`config.mk`:
```
export PLATFORM = sky130hd
export DESIGN_NAME = csi_rx_cfg_sequencer
export DESIGN_NICKNAME = d
export VERILOG_FILES = /design/src/rtl/csi_rx_cfg_sequencer.sv
export SDC_FILE = /design/constraint.sdc
export NUM_CORES = 1
export LEC_CHECK = 0
export BUFFER_PORTS_ARGS = -buffer_cell sky130_fd_sc_hd__buf_2
export CAP_MARGIN = 20
export CORE_AREA = 4 4 112 114
export DETAILED_ROUTE_END_ITERATION = 12
export DIE_AREA = 0 0 116 118
export PLACE_DENSITY_LB_ADDON = 0.3
export SLEW_MARGIN = 5
export SYNTH_ARGS = -nofsm -noshare
export SYNTH_HDL_FRONTEND = slang
export SYNTH_SLANG_ARGS = --single-unit
```
`constraint.sdc`:
```
create_clock -name clk -period 5.4 [get_ports clk]
set_clock_uncertainty 0.1 [all_clocks]
set_input_delay 1.08 -clock clk [delete_from_list [all_inputs] [get_ports clk]]
set_output_delay 1.08 -clock clk [all_outputs]
set_load 0.1 [all_outputs]
```
`src/rtl/csi_rx_cfg_sequencer.sv`:
```
// Writes a table of CSI RX register values over AXI4-Lite, then services status interrupts.
// Build option CSI_CFG_READBACK_EN adds a read-back compare after every table write.
module csi_rx_cfg_sequencer #(
  parameter int unsigned NUM_CFG        = 4,
  parameter int unsigned TIMEOUT_CYCLES = 1024,
  parameter logic [5:0]  STATUS_ADDR    = 6'h04
) (
  input  logic                  clk,
  input  logic                  rstn,
  input  logic                  start,
  input  logic [NUM_CFG*6-1:0]  cfg_addr,
  input  logic [NUM_CFG*32-1:0] cfg_data,
  input  logic                  irq,
  output logic [5:0]            axi_awaddr,
  output logic                  axi_awvalid,
  input  logic                  axi_awready,
  output logic [31:0]           axi_wdata,
  output logic                  axi_wvalid,
  input  logic                  axi_wready,
  input  logic                  axi_bvalid,
  output logic                  axi_bready,
  output logic [5:0]            axi_araddr,
  output logic                  axi_arvalid,
  input  logic                  axi_arready,
  input  logic [31:0]           axi_rdata,
  input  logic                  axi_rvalid,
  output logic                  axi_rready,
  output logic                  cfg_busy,
  output logic                  cfg_done,
  output logic                  cfg_err,
  output logic [15:0]           irq_count,
  output logic [31:0]           last_status
);

  localparam int unsigned IDX_W = (NUM_CFG > 1) ? $clog2(NUM_CFG) : 1;
  localparam int unsigned TMR_W = $clog2(TIMEOUT_CYCLES + 1);
  localparam logic [IDX_W-1:0] LAST_IDX = IDX_W'(NUM_CFG - 1);
  localparam logic [TMR_W-1:0] TMR_LAST = TMR_W'(TIMEOUT_CYCLES - 1);

  typedef enum logic [3:0] {
    IDLE, WR, WR_RESP,
`ifdef CSI_CFG_READBACK_EN
    RB_AR, RB_R,
`endif
    MONITOR, IRQ_AR, IRQ_R, CLR_WR, CLR_RESP, ERROR
  } state_e;

  state_e           state_q, state_d;
  logic [IDX_W-1:0] idx_q, idx_d;
  logic [TMR_W-1:0] tmr_q, tmr_d;
  logic             aw_done_q, aw_done_d, w_done_q, w_done_d;
  logic             done_q, done_d, err_q, err_d;
  logic [15:0]      cnt_q, cnt_d;
  logic [31:0]      status_q, status_d;

  logic             enter, entry_done, restart, aw_ok, w_ok;
  logic [5:0]       cur_addr;
  logic [31:0]      cur_data;

  assign cur_addr = cfg_addr[6*int'(idx_q) +: 6];
  assign cur_data = cfg_data[32*int'(idx_q) +: 32];

  assign cfg_done    = done_q;
  assign cfg_err     = err_q;
  assign irq_count   = cnt_q;
  assign last_status = status_q;

  always_ff @(posedge clk or negedge rstn) begin
    if (!rstn) begin
      state_q   <= IDLE;
      idx_q     <= '0;
      tmr_q     <= '0;
      aw_done_q <= 1'b0;
      w_done_q  <= 1'b0;
      done_q    <= 1'b0;
      err_q     <= 1'b0;
      cnt_q     <= '0;
      status_q  <= '0;
    end else begin
      state_q   <= state_d;
      idx_q     <= idx_d;
      tmr_q     <= tmr_d;
      aw_done_q <= aw_done_d;
      w_done_q  <= w_done_d;
      done_q    <= done_d;
      err_q     <= err_d;
      cnt_q     <= cnt_d;
      status_q  <= status_d;
    end
  end

  always_comb begin
    state_d     = state_q;
    idx_d       = idx_q;
    tmr_d       = tmr_q;
    aw_done_d   = aw_done_q;
    w_done_d    = w_done_q;
    done_d      = done_q;
    err_d       = err_q;
    cnt_d       = cnt_q;
    status_d    = status_q;
    enter       = 1'b0;
    entry_done  = 1'b0;
    restart     = 1'b0;
    aw_ok       = 1'b0;
    w_ok        = 1'b0;
    axi_awaddr  = '0;
    axi_awvalid = 1'b0;
    axi_wdata   = '0;
    axi_wvalid  = 1'b0;
    axi_bready  = 1'b0;
    axi_araddr  = '0;
    axi_arvalid = 1'b0;
    axi_rready  = 1'b0;
    cfg_busy    = 1'b1;

    case (state_q)
      IDLE: begin
        cfg_busy = 1'b0;
        restart  = 1'b1;
      end
      // AW and W complete independently; each valid drops once its own handshake is seen.
      WR, CLR_WR: begin
        axi_awvalid = !aw_done_q;
        axi_wvalid  = !w_done_q;
        if (axi_awvalid) axi_awaddr = (state_q == WR) ? cur_addr : STATUS_ADDR;
        if (axi_wvalid)  axi_wdata  = (state_q == WR) ? cur_data : status_q;
        aw_ok     = aw_done_q | axi_awready;
        w_ok      = w_done_q | axi_wready;
        aw_done_d = aw_ok;
        w_done_d  = w_ok;
        if (aw_ok && w_ok) begin
          state_d = (state_q == WR) ? WR_RESP : CLR_RESP;
          enter   = 1'b1;
        end
      end
      WR_RESP: begin
        axi_bready = 1'b1;
        if (axi_bvalid) begin
`ifdef CSI_CFG_READBACK_EN
          state_d = RB_AR;
          enter   = 1'b1;
`else
          entry_done = 1'b1;
`endif
        end
      end
`ifdef CSI_CFG_READBACK_EN
      RB_AR: begin
        axi_arvalid = 1'b1;
        axi_araddr  = cur_addr;
        if (axi_arready) begin
          state_d = RB_R;
          enter   = 1'b1;
        end
      end
      RB_R: begin
        axi_rready = 1'b1;
        if (axi_rvalid) begin
          if (axi_rdata != cur_data) err_d = 1'b1;
          entry_done = 1'b1;
        end
      end
`endif
      MONITOR: begin
        cfg_busy = 1'b0;
        if (start) begin
          restart = 1'b1;
        end else if (irq) begin
          state_d = IRQ_AR;
          enter   = 1'b1;
        end
      end
      IRQ_AR: begin
        axi_arvalid = 1'b1;
        axi_araddr  = STATUS_ADDR;
        if (axi_arready) begin
          state_d = IRQ_R;
          enter   = 1'b1;
        end
      end
      IRQ_R: begin
        axi_rready = 1'b1;
        if (axi_rvalid) begin
          status_d = axi_rdata;
          state_d  = CLR_WR;
          enter    = 1'b1;
        end
      end
      CLR_RESP: begin
        axi_bready = 1'b1;
        if (axi_bvalid) begin
          if (cnt_q != 16'hFFFF) cnt_d = cnt_q + 16'd1;
          state_d = MONITOR;
          enter   = 1'b1;
        end
      end
      ERROR: begin
        cfg_busy = 1'b0;
        if (start) restart = 1'b1;
      end
      default: begin
        state_d = IDLE;
        enter   = 1'b1;
      end
    endcase

    if (entry_done) begin
      enter = 1'b1;
      if (idx_q == LAST_IDX) begin
        state_d = MONITOR;
        done_d  = 1'b1;
      end else begin
        idx_d   = idx_q + IDX_W'(1);
        state_d = WR;
      end
    end

    if (restart) begin
      enter   = 1'b1;
      idx_d   = '0;
      done_d  = 1'b0;
      err_d   = 1'b0;
      state_d = WR;
    end

    // Any state entry (including WR->WR for the next entry) reloads the handshake timer.
    if (enter) begin
      tmr_d     = '0;
      aw_done_d = 1'b0;
      w_done_d  = 1'b0;
    end else if (cfg_busy) begin
      if (tmr_q == TMR_LAST) begin
        state_d = ERROR;
        err_d   = 1'b1;
        tmr_d   = '0;
      end else begin
        tmr_d = tmr_q + TMR_W'(1);
      end
    end
  end

endmodule
```
## Yosys cells after proc, flatten, opt, wreduce, memory -nomap -nowiden

Cells that the tools add are included.

| word-level totals | value |
|---|---|
| flip-flop bits (word level) | 69 |
| bits of input ports | 193 |
| output and inout port bits | 100 |
| word-level logic and storage cells | 102 |

| cells by class | value |
|---|---|
| add/subtract/negate cells | 3 |
| multiply operators | 1 |
| eq/ne operators | 13 |
| shifts and indexed selects | 2 |
| muxes and demuxes | 56 |
| bitwise logic cells | 2 |
| reduce and logical (&&, ||, !) cells | 16 |

Operators by type and width:

| operator | number |
|---|---|
| $shiftx 128x8->32 | 1 |
| $mux 32 | 3 |
| $mux 4 | 11 |
| $mux 11 | 3 |
| $mux 1 | 27 |
| $pmux 4 s6 | 1 |
| $shiftx 24x6->6 | 1 |
| $mux 6 | 3 |
| $add 16x1->16 const B | 1 |
| $eq 4x3->1 const B | 4 |
| $ne 16x16->1 const B | 1 |
| $add 11x1->11 const B | 1 |
| $eq 11x10->1 const B | 1 |
| $eq 4x2->1 const B | 2 |
| $mux 2 | 4 |
| $mux 3 | 2 |
| $pmux 1 s6 | 1 |
| $reduce_and 2->1 | 3 |
| $reduce_bool 2->1 | 3 |
| $reduce_or 2->1 | 3 |
| $reduce_or 3->1 | 2 |
| $eq 4x1->1 const B | 1 |
| $eq 4x4->1 const B | 1 |
| $logic_not 4->1 | 1 |
| other kinds (10) | 12 |

## Logic depth before layout (Yosys ltp)

Gate-level depths: netlist (run 1).

| logic depth | value |
|---|---|
| depth in word-level cells | 9 |
| gate-level depth with buffers | 8 |

## Least setup slack after synthesis (run 1)

OpenSTA, ideal clock, no wires.

| timing | value |
|---|---|
| path type | register to output |
| start | reg state_q[1] |
| end | out axi_awaddr[0] |
| arrival time | 3.554 ns |
| data required time | 4.220 ns |
| path slack | 0.666 ns |
| stages on the path, launching flop included | 5 |
| path buffers | 1 |
| cell sequence | dfrtp_1 or3b_4 or2_2 clkbuf_1 nor3b_1 |

| on the way | value |
|---|---|
| word-level cells in the longest chain between the ends | 4 |

Ends and longest elaborated chain:

| item | RTL line | RTL |
|---|---|---|
| from (decl) | 48 | `state_e state_q, state_d;` |
| from (signal assigned) | 80 | `state_q <= state_d;` |
| $eq 4x1->1 | 117, 126 |  |
| $mux 6 (2 in series) | 126 | `if (axi_awvalid) axi_awaddr = (state_q == WR) ? cur_addr : STATUS_ADDR;` |
| $mux 6 * | 117 | `case (state_q)` |
| to (decl) | 14 | `output logic [5:0] axi_awaddr,` |

Mark *: on every way between the ends. The rest lies on a longest branch, timed or not.

## Worst setup path in the final report (run 1)

| timing | value |
|---|---|
| start | reg state_q[0] |
| end | out axi_wdata[4] |

| on the way | value |
|---|---|
| word-level cells in the longest chain between the ends | 4 |

Ends and longest elaborated chain:

| item | RTL line | RTL |
|---|---|---|
| $eq 4x1->1 | 117, 127 |  |
| $mux 32 (2 in series) | 127 | `if (axi_wvalid) axi_wdata = (state_q == WR) ? cur_data : status_q;` |
| $mux 32 * | 117 |  |
| to (decl) | 17 | `output logic [31:0] axi_wdata,` |

Marked as above.

==> run metrics, run 1 <==
I/O pin count=293; Final setup violation count=0; Root Buffer=clkbuf_16; Synth Cell Area=4757 um2; Worst Setup Start Kind=flop; worst rel slew slack=34.04%; Worst Hold Class=reg2reg; Core Util, Final=56.96%; hold-critical path depth=2; RSZ-0062 raised after global routing=no; Worst R2R Start=state_q[3]; H-Tree Depth=3; share of layout cells above drive strength 1=54.51%; Setup Buffers After CTS=0; CTS resizes=0; setup_tns=0 ps; # rows=39; worst-skew pair later-pin latency=330 ps; Synthesis Warnings=0; final hold vios=0; most common cell after layout, fill and taps aside=buf_2; reg-to-reg endpoint=last_status[13]; drt first-iter violations=260; DR pass1 iterations=4; I/O Buffers=287; core area=11420 um2; post-cts hold buffer count=0; min Tclk post-route=4033 ps; met3 Use GR=4.524%; worst r2r path cells=4; Worst Max-Slew Pin Slew=989.3 ps; most frequent cells in the layout=buf_2 (287), nand2_1 (79), dfrtp_1 (67); delay-heaviest family, CP=simple AND/OR/NAND/NOR gates; Worst EP arrival=2850 ps; clock buffer depth=2; Initial Util=41.66%; die area=13690 um2; die width=116 um; Hold Crit Endpoint=cfg_done; r2r setup slk=3040 ps; total clock sinks=69; met1 usage=26.90%; Vias/cell=5.422; area delta synth->final=36.72%; status=completed; met2 Usage GRT=42.30%; worst-path cell chain=or3b_4 > nor2_2 > buf_4 > nand2_1 > a21oi_1 > buf_2; MaxCap Viol Count=0; first-pass GRT wire length=25070 um; CTS clk-pin slew, worst paths=50 ps; Mapped Cells=458; critical path capture point type=primary output; fmax=247.9 MHz; DPL Wire Length=12740 um; Inserted Clock Buffers=9; wire length per cell=18.40 um; CP max stage delay=600 ps; max-slew violation count=0; largest net degree at the start of global routing=41; HP Start=cfg_done; gr busiest metal=met2; DR DRC count=0; Synth Register Bits=69; vias in the first global route=4972; critical path's slowest cell=dfrtp_1; worst-path fanout max=22; period utilisation layout=74.69%; synth unique cells=57; WL final=16120 um; initial antenna violation count=1; die height=118 um; Total GRT Usage=23.27%; Final #Nets=923; CP Class=reg2out; RePlAce Congestion=0.9016; part of the Yosys area used for sequential elements=36.30%; CTS tree=yes; final hold slack=407.4 ps; Vias=4750; number of routed nets with antenna violations=0; WP buf/inv=2; required time worst endpoint=4220 ps; Syn Area/Cell=10.39 um2; aggregate global routing overflow=0
[synth_stat cells (all sizes together)]
master / n / area share (%)
nand2: 80 / 6.3
dfrtp: 69 / 36
a21oi: 49 / 5.5
mux4: 38 / 18
mux2: 35 / 8.3
buf: 29 / 3.6
nor2: 20 / 1.6
nand3: 12 / 1.4
xnor2: 11 / 2.0
nand2b: 10 / 1.5
xor2: 9 / 1.7
clkbuf: 8 / 0.63
nor3b: 8 / 1.4
inv: 7 / 0.55
nand4: 7 / 0.92
o21ai: 7 / 0.74
nor3: 5 / 0.63
o21a: 4 / 0.63
or2: 4 / 0.53
and2: 3 / 0.39
and3: 3 / 0.39
and4: 3 / 0.55
ha: 3 / 0.79
nor2b: 3 / 0.39
nor4: 3 / 0.66
o22ai: 3 / 0.39
or3: 3 / 0.39
a21o: 2 / 0.32
a31oi: 2 / 0.26
o22a: 2 / 0.37
o32ai: 2 / 0.37
a211o: 1 / 0.18
a2bb2oi: 1 / 0.18
a311oi: 1 / 0.18
a32oi: 1 / 0.18
and2b: 1 / 0.16
conb: 1 / 0.079
mux2i: 1 / 0.21
nand3b: 1 / 0.16
nor4b: 1 / 0.32
o211ai: 1 / 0.16
o31a: 1 / 0.21
or3b: 1 / 0.24
or4: 1 / 0.16
or4b: 1 / 0.21
[through the flow]
| stage | worst slack (ps) | instance area [um2] | std cells |
|---|---|---|---|
| 2_1_floorplan | 665.9 | 4772 | 462 |
| 3_5_place_dp | 1715 | 6222 | 859 |
| 5_1_grt | 1163 | 6504 | 876 |
| 6_report | 1367 | 6504 | 876 |
| 4_1_cts | 1343 | 6501 | 875 |
| 3_3_place_gp | 1797 | 6222 | 859 |
[registers in the layout, summed over array words and instances (netlist names)]
signal,count
last_status,32
idx_q,2
state_q,4
w_done_q,1
aw_done_q,1
irq_count,16
cfg_err,1
cfg_done,1
tmr_q,11
[logic make-up (layout without fill, tap and decap cells)]
logic type,Yosys count,in the layout,synth area share [%]
and+or+nand+nor,170,170,18.20
AOI/OAI and AO/OA,77,77,9.653
muxes,74,74,26.49
DFF,69,69,36.30
buffers and inverters,44,314,4.813
xor gates and xnor gates,20,20,3.682
adders and majority gates,3,3,0.7891
other,1,6,0.07883
[how the worst max path moves through the flow]
stage / startpoint / to / slack (ps) / depth (start not counted)
finish: state_q[0] / axi_wdata[4] / 1370 / 6
global route: state_q[0] / axi_wdata[31] / 1160 / 6
CTS: state_q[0] / axi_wdata[4] / 1340 / 6
detailed placement: state_q[0] / axi_wdata[4] / 1720 / 6
global placement: state_q[1] / axi_awaddr[4] / 1800 / 4
floorplan: state_q[1] / axi_awaddr[0] / 670 / 4
[metal layers]
| layer | up-vias | part of all wire [%] |
|---|---|---|
| li1 | 2203 | - |
| met1 | 2301 | 37 |
| met2 | 232 | 53 |
| met3 | 14 | 9.1 |
| met4 | 0 | 1.1 |
| met5 | - | 0 |
[worst reg2reg max path, cell delays in order (launching register included)]
cell and delay, ps:
dfrtp_1 670, nand2b_4 300, nor3b_2 70, nand2_2 650, mux2_2 440
[cell type report]
cell class,instances,area [um2]
Sequential cell,69,1729
Fill cell,1016,4915
Tap cell,143,178.9
Antenna cell,1,2.502
Clock buffer,12,256.5
Timing Repair Buffer,291,1466
Multi-Input combinational cell,349,2821
Inverter,7,26.28
Clock inverter,4,22.52
Power of run 1 is left out: the tool's default activity adds up to more than one toggle a clock period on the data nets, which glitch-free logic cannot reach.
==> run 2: changes to the inputs <==
--- a/config.mk
+++ b/config.mk
@@ -7,9 +7,9 @@
 export LEC_CHECK = 0
 export BUFFER_PORTS_ARGS = -buffer_cell sky130_fd_sc_hd__buf_2
 export CAP_MARGIN = 20
-export CORE_AREA = 4 4 112 114
+export CORE_MARGIN = 4
+export CORE_UTILIZATION = 40
 export DETAILED_ROUTE_END_ITERATION = 12
-export DIE_AREA = 0 0 116 118
 export PLACE_DENSITY_LB_ADDON = 0.3
 export SLEW_MARGIN = 5
 export SYNTH_ARGS = -nofsm -noshare
==> constraint.sdc (replaced) <==
create_clock -name clk -period 3.6 [get_ports clk]
set_clock_uncertainty 0.1 [all_clocks]
set_input_delay 0.72 -clock clk [delete_from_list [all_inputs] [get_ports clk]]
set_output_delay 0.72 -clock clk [all_outputs]
set_load 0.1 [all_outputs]
==> run 2 against run 1 <==
First-iteration DRC count is 10% lower. Register-to-register slack worse by 1800 ps. Non-clock buffer count is 9 higher. Setup slack worse by 1100 ps. Critical path type unchanged. Critical endpoint is now axi_awaddr[0]. Highest routed layer unchanged.
==> run metrics, run 2 (synthesis gave the netlist of run 1 again) <==
post-placement cell area=6421 um2; reg-to-reg endpoint=state_q[3]; WL final=15930 um; CTS clk-pin slew, worst paths=60 ps; drt first-iter violations=234; RSZ-0062 raised after global routing=no; CP max stage delay=570 ps; Vias/cell=5.358; Worst Setup Start Kind=flop; CP Class=reg2out; Worst Hold Class=in2async; number of routed nets with antenna violations=0; r2r setup slk=1280 ps; Initial Util=41.31%; status=completed; Setup Buffers After CTS=0; final hold vios=0; I/O Buffers=287; DPL Wire Length=13120 um; worst-path fanout max=38; worst rel slew slack=51.04%; period utilisation layout=92.85%; worst-skew pair later-pin latency=320 ps; most frequent cells in the layout=buf_2 (287), nand2_1 (80), dfrtp_1 (67); clock buffer depth=2; MaxCap Viol Count=0; required time worst endpoint=2780 ps; Worst Max-Slew Pin Slew=734.3 ps; fmax=299.2 MHz; Total GRT Usage=22.86%; Vias=4742; critical path's slowest cell=or2_2; DR pass1 iterations=5; CTS resizes=0; Worst EP arrival=2520 ps; initial antenna violation count=1; share of layout cells above drive strength 1=59.51%; max-slew violation count=0; final hold slack=244.1 ps; aggregate global routing overflow=0; fill count=1012; worst-path cell chain=or3b_4 > or2_2 > nor3b_1 > buf_2; die width=117.1 um; vias in the first global route=4897; die area=13700 um2; core area=11520 um2; min Tclk post-route=3343 ps; wire length per cell=18.00 um; Largest register FFs=32; Worst R2R Start=state_q[0]; worst r2r path cells=6; # rows=39; DR DRC count=0; critical path capture point type=primary output; post-cts hold buffer count=0; Root Buffer=clkbuf_16; Post-Layout Cell Count=885; first-pass GRT wire length=24540 um; Core Util, Final=58.61%; RePlAce Congestion=0.8900; final instance area=6749 um2; # placed instances=868; most common cell after layout, fill and taps aside=buf_2; Inserted Clock Buffers=9; Final #Nets=932; total clock sinks=69; H-Tree Depth=3; largest net degree at the start of global routing=39; I/O pin count=293; Final setup violation count=0; area delta synth->final=41.87%; CTS tree=yes; die height=117.1 um
run 2: changes by cell type in the layout (fill, tap and decap cells not counted), moves of 2 or more:
cell,delta
a21oi_2,+31
buf_4,+8
a21oi_1,-31
bufinv_16,+2
run 2: worst max-delay path: cells and delay by family, from the launching register on:
family,cells,cell delay [ps]
DFF,1,440
buffers and inverters,1,460
and+or+nand+nor,3,1290
run 2: area by class of cell:
type | instances | area (um2) | area share (%)
diodes | 1 | 2.502 | 0.03708
clock buffers | 10 | 239.0 | 3.541
clock inverters | 6 | 86.33 | 1.279
inverters | 7 | 26.28 | 0.3893
multi-input cells | 349 | 2940 | 43.57
flip-flops and latches | 69 | 1729 | 25.62
well taps | 143 | 178.9 | 2.651
repair buffers | 300 | 1546 | 22.91
run 2: worst max path at each step:
stage | startpoint | end | slack (ps)
3_5_place_dp | state_q[2] | axi_awaddr[0] | 580
6_report | state_q[2] | axi_awaddr[0] | 260
4_1_cts | state_q[2] | axi_awaddr[0] | 230
2_1_floorplan | state_q[1] | axi_awaddr[0] | -770
3_3_place_gp | state_q[1] | axi_awaddr[0] | 610
5_1_grt | state_q[2] | axi_awaddr[5] | 80
run 2: per-stage QoR:
step | setup slack, ps | setup TNS (ps)
finish | 257.3 | 0
floorplan | -774.1 | -3871
global placement | 608.4 | 0
CTS | 230.4 | 0
detailed placement | 582.0 | 0
global route | 77.71 | 0
run 2: routing by layer:
layer / part of all wire (%) / vias to the layer above / global-route usage (%)
li1: - / 2212 / -
met3: 8.6 / 22 / 4.781
met5: 0 / - / 0
met1: 37 / 2296 / 26.22
met2: 52 / 212 / 42.43
met4: 1.9 / 0 / 7.187
Power of run 2 is left out for the same reason.
